**config.mk**
```make
export PLATFORM = sky130hd
export DESIGN_NAME = if_redirect_fetch
export DESIGN_NICKNAME = d
export VERILOG_FILES = /design/src/rtl/if_redirect_fetch_pkg.sv /design/src/rtl/if_sync_fifo.sv /design/src/rtl/if_redirect_fetch.sv
export SDC_FILE = /design/constraint.sdc
export NUM_CORES = 1
export LEC_CHECK = 0
export ABC_AREA = 1
export ABC_CLOCK_PERIOD_IN_PS = 15900
export CORE_UTILIZATION = 40
export CTS_CLUSTER_SIZE = 16
export DETAILED_ROUTE_END_ITERATION = 16
export HOLD_SLACK_MARGIN = 0.06
export PLACE_DENSITY_LB_ADDON = 0.1
export REMOVE_ABC_BUFFERS = 1
export SYNTH_ARGS = -nofsm -noshare
export SYNTH_HDL_FRONTEND = slang
export SYNTH_SLANG_ARGS = --single-unit
```
**constraint.sdc**
```tcl
create_clock -name clk -period 15.9 [get_ports clk]
set_input_delay 3.18 -clock clk [delete_from_list [all_inputs] [get_ports clk]]
set_output_delay 3.18 -clock clk [all_outputs]
set_load 0.02 [all_outputs]
```
**src/rtl/if_redirect_fetch_pkg.sv**
```systemverilog
// Shared fetch-stage constants, the queued entry layout and a small alignment helper.
package if_redirect_fetch_pkg;

    localparam int unsigned XLEN   = 64;
    localparam int unsigned INST_W = 32;

    localparam logic [XLEN-1:0] PC_STEP          = 64'd4;
    localparam logic [XLEN-1:0] RESET_PC_DEFAULT = 64'h8000_0000;

    // One instruction handed to ID, tagged with the PC it was fetched from.
    typedef struct packed {
        logic [XLEN-1:0]   pc;
        logic [INST_W-1:0] inst;
    } fetch_entry_t;

    // Redirect targets are forced onto a word boundary.
    function automatic logic [XLEN-1:0] align_word(input logic [XLEN-1:0] addr);
        return {addr[XLEN-1:2], 2'b00};
    endfunction

endpackage

```
**src/rtl/if_sync_fifo.sv**
```systemverilog
// Small synchronous FIFO with occupancy count and a single-cycle clear.
module if_sync_fifo #(
    parameter int unsigned DEPTH = 2,
    parameter int unsigned WIDTH = 8,
    localparam int unsigned PTR_W = (DEPTH > 1) ? $clog2(DEPTH) : 1,
    localparam int unsigned CNT_W = $clog2(DEPTH + 1)
) (
    input  logic             clk_i,
    input  logic             rst_i,
    input  logic             clear_i,
    input  logic             push_i,
    input  logic [WIDTH-1:0] data_i,
    input  logic             pop_i,
    output logic [WIDTH-1:0] data_o,
    output logic             full_o,
    output logic             empty_o,
    output logic [CNT_W-1:0] count_o
);

    logic [WIDTH-1:0] mem_q [DEPTH];
    logic [PTR_W-1:0] rd_ptr_q, rd_ptr_d;
    logic [PTR_W-1:0] wr_ptr_q, wr_ptr_d;
    logic [CNT_W-1:0] cnt_q, cnt_d;
    logic             do_push;
    logic             do_pop;

    function automatic logic [PTR_W-1:0] next_ptr(input logic [PTR_W-1:0] ptr);
        return (ptr == PTR_W'(DEPTH - 1)) ? '0 : ptr + PTR_W'(1);
    endfunction

    assign full_o  = (cnt_q == CNT_W'(DEPTH));
    assign empty_o = (cnt_q == '0);
    assign count_o = cnt_q;
    assign data_o  = mem_q[rd_ptr_q];
    assign do_push = push_i && !full_o;
    assign do_pop  = pop_i && !empty_o;

    // Pointer and occupancy next-state.
    always_comb begin
        rd_ptr_d = rd_ptr_q;
        wr_ptr_d = wr_ptr_q;
        cnt_d    = cnt_q + CNT_W'(do_push) - CNT_W'(do_pop);
        if (do_push) wr_ptr_d = next_ptr(wr_ptr_q);
        if (do_pop)  rd_ptr_d = next_ptr(rd_ptr_q);
        if (clear_i) begin
            rd_ptr_d = '0;
            wr_ptr_d = '0;
            cnt_d    = '0;
        end
    end

    // Control state register.
    always_ff @(posedge clk_i) begin
        if (rst_i) begin
            rd_ptr_q <= '0;
            wr_ptr_q <= '0;
            cnt_q    <= '0;
        end else begin
            rd_ptr_q <= rd_ptr_d;
            wr_ptr_q <= wr_ptr_d;
            cnt_q    <= cnt_d;
        end
    end

    // Storage write; contents need no reset since the count gates every read.
    always_ff @(posedge clk_i) begin
        if (do_push) mem_q[wr_ptr_q] <= data_i;
    end

endmodule

```
**src/rtl/if_redirect_fetch.sv**
```systemverilog
// Fetch stage: owns the PC, issues in-order fetches, pairs responses with their PCs and
// queues them for ID. A redirect retargets the PC, flushes the queue and arms a drop count
// that swallows every response still in flight from the old stream.
module if_redirect_fetch
    import if_redirect_fetch_pkg::*;
#(
    parameter logic [63:0] RESET_PC   = RESET_PC_DEFAULT,
    parameter int unsigned MAX_OUTSTD = 4,
    parameter int unsigned OUTQ_DEPTH = 2
) (
    input  logic        clk,
    input  logic        rst,
    input  logic        br_e,
    input  logic [63:0] br_addr,
    output logic        inst_req_valid,
    input  logic        inst_req_ready,
    output logic [63:0] inst_req_addr,
    input  logic        inst_resp_valid,
    input  logic [31:0] inst_resp_data,
    output logic        if_valid,
    input  logic        id_ready,
    output logic [63:0] if_pc,
    output logic [31:0] if_inst,
    output logic        if_flush
);

    localparam int unsigned OS_W = $clog2(MAX_OUTSTD + 1);
    localparam int unsigned OQ_W = $clog2(OUTQ_DEPTH + 1);

    logic [XLEN-1:0] pc_q, pc_d;
    logic [OS_W-1:0] outstd_q, outstd_d;
    logic [OS_W-1:0] drop_q, drop_d;

    logic            req_fire;
    logic            resp_fire;
    int unsigned     live_cnt;

    logic [XLEN-1:0] pcf_head;
    logic            pcf_full, pcf_empty;
    logic [OS_W-1:0] pcf_count;

    logic            outq_push, outq_pop;
    fetch_entry_t    outq_in, outq_head;
    logic            outq_full, outq_empty;
    logic [OQ_W-1:0] outq_count;

    // Responses with nothing outstanding (e.g. stragglers across a reset) are ignored.
    assign resp_fire = inst_resp_valid && (outstd_q != '0) && !rst;
    assign req_fire  = inst_req_valid && inst_req_ready;

    // Instructions that will still land in the queue: live in-flight plus already queued.
    assign live_cnt = 32'(outstd_q) - 32'(drop_q) + 32'(outq_count);

    assign inst_req_addr  = pc_q;
    assign inst_req_valid = !rst && !br_e && (32'(outstd_q) < MAX_OUTSTD)
                            && (live_cnt < OUTQ_DEPTH);

    assign if_flush  = br_e;
    assign outq_push = resp_fire && !br_e && (drop_q == '0);
    assign outq_pop  = if_valid && id_ready && !br_e;
    assign outq_in   = '{pc: pcf_head, inst: inst_resp_data};

    assign if_valid = !outq_empty;
    assign if_pc    = if_valid ? outq_head.pc : '0;
    assign if_inst  = if_valid ? outq_head.inst : '0;

    // PCs of issued-but-unreturned fetches, popped in order as responses arrive.
    if_sync_fifo #(
        .DEPTH (MAX_OUTSTD),
        .WIDTH (XLEN)
    ) u_pc_fifo (
        .clk_i   (clk),
        .rst_i   (rst),
        .clear_i (1'b0),
        .push_i  (req_fire),
        .data_i  (pc_q),
        .pop_i   (resp_fire),
        .data_o  (pcf_head),
        .full_o  (pcf_full),
        .empty_o (pcf_empty),
        .count_o (pcf_count)
    );

    // Registered hand-off queue toward ID; a redirect empties it in one cycle.
    if_sync_fifo #(
        .DEPTH (OUTQ_DEPTH),
        .WIDTH ($bits(fetch_entry_t))
    ) u_out_queue (
        .clk_i   (clk),
        .rst_i   (rst),
        .clear_i (br_e),
        .push_i  (outq_push),
        .data_i  (outq_in),
        .pop_i   (outq_pop),
        .data_o  (outq_head),
        .full_o  (outq_full),
        .empty_o (outq_empty),
        .count_o (outq_count)
    );

    // PC, outstanding and drop-count next-state; redirect overrides normal stepping.
    always_comb begin
        pc_d     = pc_q;
        outstd_d = outstd_q + OS_W'(req_fire) - OS_W'(resp_fire);
        drop_d   = drop_q;
        if (br_e) begin
            pc_d   = align_word(br_addr);
            // Everything still in flight after this edge belongs to the old stream.
            drop_d = outstd_q - OS_W'(resp_fire);
        end else begin
            if (req_fire) pc_d = pc_q + PC_STEP;
            if (resp_fire && (drop_q != '0)) drop_d = drop_q - OS_W'(1);
        end
    end

    // State registers with synchronous reset.
    always_ff @(posedge clk) begin
        if (rst) begin
            pc_q     <= RESET_PC;
            outstd_q <= '0;
            drop_q   <= '0;
        end else begin
            pc_q     <= pc_d;
            outstd_q <= outstd_d;
            drop_q   <= drop_d;
        end
    end

    // Protocol and bookkeeping sanity checks for simulation.
    always_ff @(posedge clk) begin
        if (!rst) begin
            assert (!(inst_resp_valid && outstd_q == '0));
            assert (pcf_count == outstd_q);
            assert (!(resp_fire && pcf_empty));
            assert (!(req_fire && pcf_full));
            assert (!(outq_push && outq_full && !outq_pop));
            assert (drop_q <= outstd_q);
        end
    end

endmodule

```
==> results.cfg, run 1 <==
[pwr]
power.density_nw_per_um2 = 112
power_leakage_nw = 9.52
vdd.ir_drop.worst_mv = 0.0771
power_w = 0.00306

[cells_and_area]
syn2layout_area_growth_pct = 23.0
nets = 2538
antenna_cells = 0
drive_above_1_share = 0.0594

[clocking]
clock_latency_ps = 600
cts-root-buf = clkbuf_16
ctsResizeCount = 0
clkTransAtPathRegs_ps = 60
cts_tree = done
clock-sinks = 518
cts_buffer_depth = 3
numCtsBuffers = 54
postCtsSetupRepairBufs = 0
hold_buffers = 0
htree_levels = 2

[grt]
grt_max_degree = 79
grt-ovfl-total = 0
grt_pass1_wl_um = 92400
antenna_found_initial = 0
first_global_vias = 15300
grt_usage = 0.215

[routing]
drtPass1Iterations = 13
drc = 1
wl_per_cell_um = 19.0
met2_length_um = 29800
first_iter_violations = 1060
met1Wirelength_um = 27000
routed-wl-met3_um = 2990
via_count = 16100
antenna_left = 0
drt_wl_total_um = 61000
highest-signal-layer = met4
vias_per_cell = 5.03

[setup_path]
reg2reg_from = outstd_q[0]
crit_fanout = 44
startpoint_type = input pin
crit_path_start = rst
crit_path_end_kind = output pin
critPathArrivalTime_ps = 5890
path_class = in2out
cp.required_ps = 12720

[hold_path]
hp-start = u_out_queue.rd_ptr_q
hp-class = reg2reg

[synthesis]
ys_ff_latch = 518
ys_top_cells_by_count = 580 x nand2_1, 436 x edfxtp_1, 308 x nor2_1
synth_area_leaders = edfxtp_1 59%, nand2_1 9.8%, dfxtp_1 7.4%
yosys_warnings = 0
synthArstFlopShare = 0
syn_avg_cell_area_um2 = 10.2
synthCells = 2184
synth_top_area_cell = edfxtp_1
synth_area_um2 = 22300
synth_top_area_frac = 0.588
synth.most_common_cell = nand2_1
synth.yosys.seq_area_share = 0.662
synth_edf_count = 436
ys_types = 40
synth_ff_type = edfxtp_1

[timing]
fin_tns_setup_ps = 0
min_period_over_period = 0.571
finalSetupViolations = 0
rsz0062_at_grt = no
worst_slew_pin_slew_ps = 1120
finalMaxSlewViolations = 0
period_minus_slack_ps = 9070
max_freq_ghz = 0.110
hold_violations = 0
finalClockSkew_ps = 21.1
hold_ws_ps = 450
slew_headroom = 0.252

[floorplan]
ios = 265
initial_core_util = 0.405
die_w_um = 238
core_um2 = 55000
die_y_um = 238
rows = 86
dieArea_um2 = 56600

[flow_run]
drv_cap = 0

[place]
port_buffers = 258
place.gp.congestion = 0.889
hpwl_um = 38800

[status]
status = finished, violations left
failed_checks = design-rule violations
## per-stage QoR
step                instances   util  setup slack, ps  area (µm²)
floorplan                2079      -             7280       21800
global placement         3104  0.464             6840       25500
detailed placement       3104  0.464             6800       25500
CTS                      3205  0.498             6790       27400
global route             3205  0.498             6620       27400
finish                   3205  0.498             6830       27400
## power by group
part / internal [W] / total, W / switching, W
clock network: 0.000771 / 0.00129 / 0.000516
logic: 0.0000907 / 0.000222 / 0.000131
registers: 0.00151 / 0.00155 / 0.0000433
total: 0.00237 / 0.00306 / 0.000691
## registers in the layout (all words and copies together) (netlist names), 3 cells and up, named ones only
register and count:
u_pc_fifo.mem_q 248, inst_req_addr 62, u_pc_fifo.count_o 3, drop_q 3, outstd_q 3, u_out_queue.mem_q 188
## final timing paths
path	endpoint	depth (start not counted)	slack (ps)
worst min-delay path	flip-flop	2	450
worst max-delay path	inst_req_valid	9	6830
worst min register to register	flip-flop	2	450
worst max register to register	u_pc_fifo.mem_q[1][22]	16	10560
## cells in the final DEF, fill, tap and decap left out, types with 3 or more instances in the layout
cell | Yosys | layout
clkdlybuf4s50_1 | 0 | 256
clkbuf_1 | 89 | 11
inv_1 | 111 | 109
edfxtp_1 | 436 | 436
clkinv_2 | 1 | 12
inv_2 | 6 | 7
nand2_2 | 3 | 3
o21ai_0 | 153 | 153
nand3_1 | 94 | 94
o21a_1 | 5 | 5
a21oi_2 | 8 | 8
clkbuf_8 | 0 | 14
a21oi_1 | 134 | 134
nor2_4 | 2 | 9
dfxtp_1 | 82 | 80
xnor2_1 | 18 | 18
ha_1 | 20 | 20
xor2_1 | 12 | 12
buf_4 | 9 | 19
o22ai_1 | 62 | 62
fa_1 | 4 | 4
nor2_2 | 4 | 4
nor2_1 | 308 | 301
conb_1 | 1 | 4
nand4_1 | 17 | 17
clkbuf_16 | 0 | 59
nand2_1 | 580 | 580
## final cells by class
| class | count | area, µm² |
|---|---|---|
| Clock buffer | 84 | 1710 |
| Clock inverter | 17 | 143 |
| Fill cell | 4994 | 27600 |
| Inverter | 118 | 445 |
| Multi-Input combinational cell | 1443 | 6680 |
| Sequential cell | 518 | 14700 |
| Tap cell | 748 | 936 |
| Timing Repair Buffer | 277 | 2720 |
## per-layer routing
layer,GRT usage,vias to the layer above
met2,0.364,396
met3,0.0364,80
met5,0,-
li1,-,7893
met1,0.287,7760
met4,0.0536,0
## cell families after synthesis
kind of cell / Yosys count / share of synthesized area
and+or+nand+nor: 1012 / 0.180
DFF: 518 / 0.662
buffers and inverters: 226 / 0.0406
other: 1 / 0.000169
xor gates and xnor gates: 30 / 0.0118
AOI/OAI and AO/OA: 373 / 0.0906
adders and majority gates: 24 / 0.0148
## critical path: stages
cell             delay (ps)
buf_2                   700
clkinv_2                780
nand2_2                 320
nor2_1                   90
nand3_1                 110
nor2_2                   60
nand2_1                  50
inv_1                    40
clkdlybuf4s50_1         520
Power figures use the tool's default switching activity.
==> inputs of run 2 (changes only) <==
--- a/config.mk
+++ b/config.mk
@@ -6,7 +6,7 @@
 export NUM_CORES = 1
 export LEC_CHECK = 0
 export ABC_AREA = 1
-export ABC_CLOCK_PERIOD_IN_PS = 15900
+export ABC_CLOCK_PERIOD_IN_PS = 8000
 export CORE_UTILIZATION = 40
 export CTS_CLUSTER_SIZE = 16
 export DETAILED_ROUTE_END_ITERATION = 16
==> constraint.sdc (replaced) <==
create_clock -name clk -period 8 [get_ports clk]
set_input_delay 1.6 -clock clk [delete_from_list [all_inputs] [get_ports clk]]
set_output_delay 1.6 -clock clk [all_outputs]
set_load 0.02 [all_outputs]
==> results.cfg, run 2 (same netlist as run 1, synthesis figures left out) <==
[timing]
rsz0062_at_grt = no
hold_violations = 0
fin_tns_setup_ps = 0
worst_slew_pin_slew_ps = 1120
timing.final.ws_setup_ps = 2110
min_period_over_period = 0.737
finalMaxSlewViolations = 0
finalSetupViolations = 0
slew_headroom = 0.250
max_freq_ghz = 0.170
period_minus_slack_ps = 5890
finalClockSkew_ps = 16.8

[cells_and_area]
largest_register = u_pc_fifo.mem_q
num-fill-cells = 5021
largest_reg_flops = 248
antenna_cells = 0
mostFrequentLayoutCells = 580 x nand2_1, 436 x edfxtp_1, 301 x nor2_1
nets = 2540
syn2layout_area_growth_pct = 23.3
layout_commonest_cell = nand2_1
drive_above_1_share = 0.0598
final_cell_count_no_fill = 3208

[grt]
first_global_vias = 15500
antenna_found_initial = 0
grt_usage = 0.213
grt_pass1_wl_um = 91700
grt_max_degree = 77
grt-ovfl-total = 0

[status]
status = complete, no violations

[pwr]
power_leakage_nw = 9.54
power_w = 0.00616
vdd.ir_drop.worst_mv = 0.148
power.density_nw_per_um2 = 225

[setup_path]
crit_fanout = 44
crit_path_end_kind = output pin
path_class = in2out
cp.required_ps = 6400
startpoint_type = input pin
critPathArrivalTime_ps = 4290
r2r_slack_ps = 3360

[clocking]
ctsResizeCount = 0
clock_latency_ps = 610
clkTransAtPathRegs_ps = 60
clock-sinks = 518
htree_levels = 2
postCtsSetupRepairBufs = 0
cts_tree = done
hold_buffers = 0
cts_buffer_depth = 3
numCtsBuffers = 55
cts-root-buf = clkbuf_16

[routing]
wl_per_cell_um = 18.9
drtPass1Iterations = 5
via_count = 16200
vias_per_cell = 5.04
first_iter_violations = 1020
drt_wl_total_um = 60700
antenna_left = 0
drc = 0

[floorplan]
die_w_um = 238
rows = 86
dieArea_um2 = 56600
core_um2 = 55000
die_y_um = 238
initial_core_util = 0.405
ios = 265

[hold_path]
hp-class = reg2reg

[place]
dp_slack_ps = 2080
place.gp.congestion = 0.872
port_buffers = 258
dp.cells = 3105
hpwl_um = 39300

[flow_run]
drv_cap = 0
-- run 2: changes by cell type in the layout (fill, tap and decap cells not counted), moves of 2 or more --
cell,change
clkbuf_8,-9
bufinv_16,+6
clkbuf_16,-4
clkinv_2,+4
buf_12,+3
clkinv_4,+3
buf_4,-2
clkbuf_1,+2
clkinv_8,+2
-- run 2: metrics by stage --
stage               hold WS [ps]   util  instance area [µm²]
finish                       477  0.499                27400
global route                 512  0.499                27400
CTS                          480  0.499                27400
detailed placement           472  0.465                25600
global placement             459  0.465                25600
floorplan                    451      -                21800
-- run 2: final timing paths --
path                       endpoint                  from  cells past startpoint
max                  inst_req_valid                   rst                      9
max reg2reg  u_pc_fifo.mem_q[0][10]           outstd_q[0]                     15
min reg2reg    u_out_queue.rd_ptr_q  u_out_queue.rd_ptr_q                      2
min            u_out_queue.rd_ptr_q  u_out_queue.rd_ptr_q                      2
-- run 2: cell type report --
| type | instances | area, µm² | share of cell area |
|---|---|---|---|
| well taps | 748 | 936 | 0.0341 |
| repair buffers | 278 | 2760 | 0.101 |
| multi-input cells | 1443 | 6680 | 0.243 |
| flip-flops and latches | 518 | 14700 | 0.537 |
| clock inverters | 30 | 385 | 0.0140 |
| clock buffers | 73 | 1490 | 0.0544 |
| inverters | 118 | 445 | 0.0162 |
-- run 2: worst max-delay path, cell delays in order --
cell and delay, ps:
buf_2 700, clkinv_2 790, nand2_2 330, nor2_1 90, nand3_1 100, nor2_2 50, nand2_1 50, inv_1 40
clkdlybuf4s50_1 530
-- run 2: power breakdown --
| part | switching [W] | total (W) | internal, W |
|---|---|---|---|
| clock network | 0.00105 | 0.00263 | 0.00158 |
| logic | 0.000263 | 0.000445 | 0.000182 |
| registers | 0.0000866 | 0.00309 | 0.00300 |
-- run 2: per-layer routing --
layer,part of all wire,up-vias,global-route usage
met5,0,-,0
li1,-,7910,-
met1,0.44,7718,0.287
met4,0.022,0,0.0587
met2,0.48,432,0.358
met3,0.055,94,0.0335
==> inputs of run 3 (changes only) <==
--- a/config.mk
+++ b/config.mk
@@ -6,7 +6,7 @@
 export NUM_CORES = 1
 export LEC_CHECK = 0
 export ABC_AREA = 1
-export ABC_CLOCK_PERIOD_IN_PS = 8000
+export ABC_CLOCK_PERIOD_IN_PS = 5000
 export CORE_UTILIZATION = 40
 export CTS_CLUSTER_SIZE = 16
 export DETAILED_ROUTE_END_ITERATION = 16
==> constraint.sdc (replaced) <==
create_clock -name clk -period 5 [get_ports clk]
set_input_delay 1 -clock clk [delete_from_list [all_inputs] [get_ports clk]]
set_output_delay 1 -clock clk [all_outputs]
set_load 0.02 [all_outputs]
==> results.cfg, run 3 (same netlist as run 1, synthesis figures left out) <==
[status]
status = complete, no violations

[clocking]
htree_levels = 2
cts_tree = done
ctsResizeCount = 0
postCtsSetupRepairBufs = 0
clkTransAtPathRegs_ps = 60
clock-sinks = 518
hold_buffers = 0
cts-root-buf = clkbuf_16
numCtsBuffers = 55
cts_buffer_depth = 3
clock_latency_ps = 600

[routing]
wl_per_cell_um = 19.0
via_count = 16300
highest-signal-layer = met4
vias_per_cell = 5.08
antenna_left = 0
met2_length_um = 29700
drt_wl_total_um = 60900
routed-wl-met3_um = 2630
met1Wirelength_um = 27200
drc = 0
drtPass1Iterations = 5
first_iter_violations = 1092

[pwr]
internal-power_w = 0.00750
power_frac_clock = 0.417
vdd.ir_drop.worst_mv = 0.266
power_switching_w = 0.00221
seq_power_share = 0.509
power_w = 0.00970
power.density_nw_per_um2 = 354
swShare = 0.228
p_comb_frac = 0.074
power_leakage_nw = 9.52

[timing]
finalMaxSlewViolations = 0
worst_slew_pin_slew_ps = 835
max_freq_ghz = 0.226
rsz0062_at_grt = no
fin_tns_setup_ps = 0
slew_headroom = 0.443
hold_violations = 0
period_minus_slack_ps = 4430
finalClockSkew_ps = 21.1
min_period_over_period = 0.887
finalSetupViolations = 0

[grt]
grt_max_degree = 95
grt_usage = 0.215
first_global_vias = 15700
grt-ovfl-total = 0
antenna_found_initial = 1
grt_pass1_wl_um = 92600

[flow_run]
drv_cap = 0

[cells_and_area]
seq_area_um2 = 14700
largest_register = u_pc_fifo.mem_q
nets = 2544
fin_area_um2 = 27400
num-fill-cells = 5035
multi_input_area_um2 = 6680
drive_above_1_share = 0.0601
syn2layout_area_growth_pct = 23.2
largest_reg_flops = 248
layout_commonest_cell = nand2_1
mostFrequentLayoutCells = 580 x nand2_1, 436 x edfxtp_1, 301 x nor2_1

[hold_path]
hp-start = u_out_queue.rd_ptr_q
hp-class = reg2reg

[floorplan]
die_w_um = 238
core_um2 = 55000
dieArea_um2 = 56600
rows = 86
die_y_um = 238
initial_core_util = 0.405
ios = 265

[setup_path]
path_class = reg2out
crit_fanout = 3
crit_path_start = outstd_q[0]
crit_path_end_kind = output pin
startpoint_type = flip-flop
reg2reg_from = outstd_q[0]
critPathArrivalTime_ps = 3430
cp.required_ps = 4000

[place]
postPlaceCellArea_um2 = 25600
hpwl_um = 39400
port_buffers = 258
place.gp.congestion = 0.888
## run 3: cell types whose count changed in the layout (fill, tap and decap cells not counted), sizes merged
cell | previous run | this run
clkbuf | 73 | 65
clkinv | 23 | 28
clkinvlp | 0 | 4
inv | 117 | 116
buf | 22 | 26
diode | 0 | 1
bufinv | 8 | 7
## run 3: power by group through the flow
stage	registers, W	clock network, W	logic (W)
floorplan	0.00503	0	0.000352
global placement	0.00503	0	0.000710
detailed placement	0.00504	0	0.000721
CTS	0.00495	0.00416	0.000724
global route	0.00496	0.00432	0.000804
finish	0.00494	0.00405	0.000715
## run 3: cell type report
cell class              instances  area share
flip-flops and latches        518       0.538
multi-input cells            1443       0.244
repair buffers                282       0.102
clock buffers                  65      0.0519
well taps                     748      0.0341
inverters                     118      0.0162
clock inverters                37      0.0142
diodes                          1   0.0000913
## run 3: worst paths after layout
path	slack [ps]	end	depth (start not counted)
worst max-delay path	570	inst_req_valid	13
worst min-delay path	460	flip-flop	2
worst max register to register	760	u_pc_fifo.count_o[2]	20
worst min register to register	460	flip-flop	2
## run 3: metal layers
| metal | up-vias | global-route usage |
|---|---|---|
| li1 | 7925 | - |
| met1 | 7949 | 0.291 |
| met2 | 363 | 0.363 |
| met3 | 83 | 0.0266 |
| met4 | 0 | 0.0647 |
| met5 | - | 0 |
## run 3: metrics by stage
stage | hold slack, ps | setup slack (ps) | instances | utilization
5_1_grt | 521 | 310 | 3211 | 0.499
2_1_floorplan | 451 | -1520 | 2079 | -
4_1_cts | 468 | 509 | 3211 | 0.499
6_report | 464 | 566 | 3212 | 0.499
3_3_place_gp | 455 | 815 | 3109 | 0.466
3_5_place_dp | 457 | 747 | 3109 | 0.466
## run 3: critical path, stage by stage (launching register included)
cell and delay, ps:
dfxtp_1 310, inv_1 100, ha_1 180, inv_1 50, fa_1 510, inv_1 70, fa_1 510, nand2_1 50
nor2_1 100, nand3_1 110, nor2_2 140, nand2_1 60, inv_1 50, clkdlybuf4s50_1 590
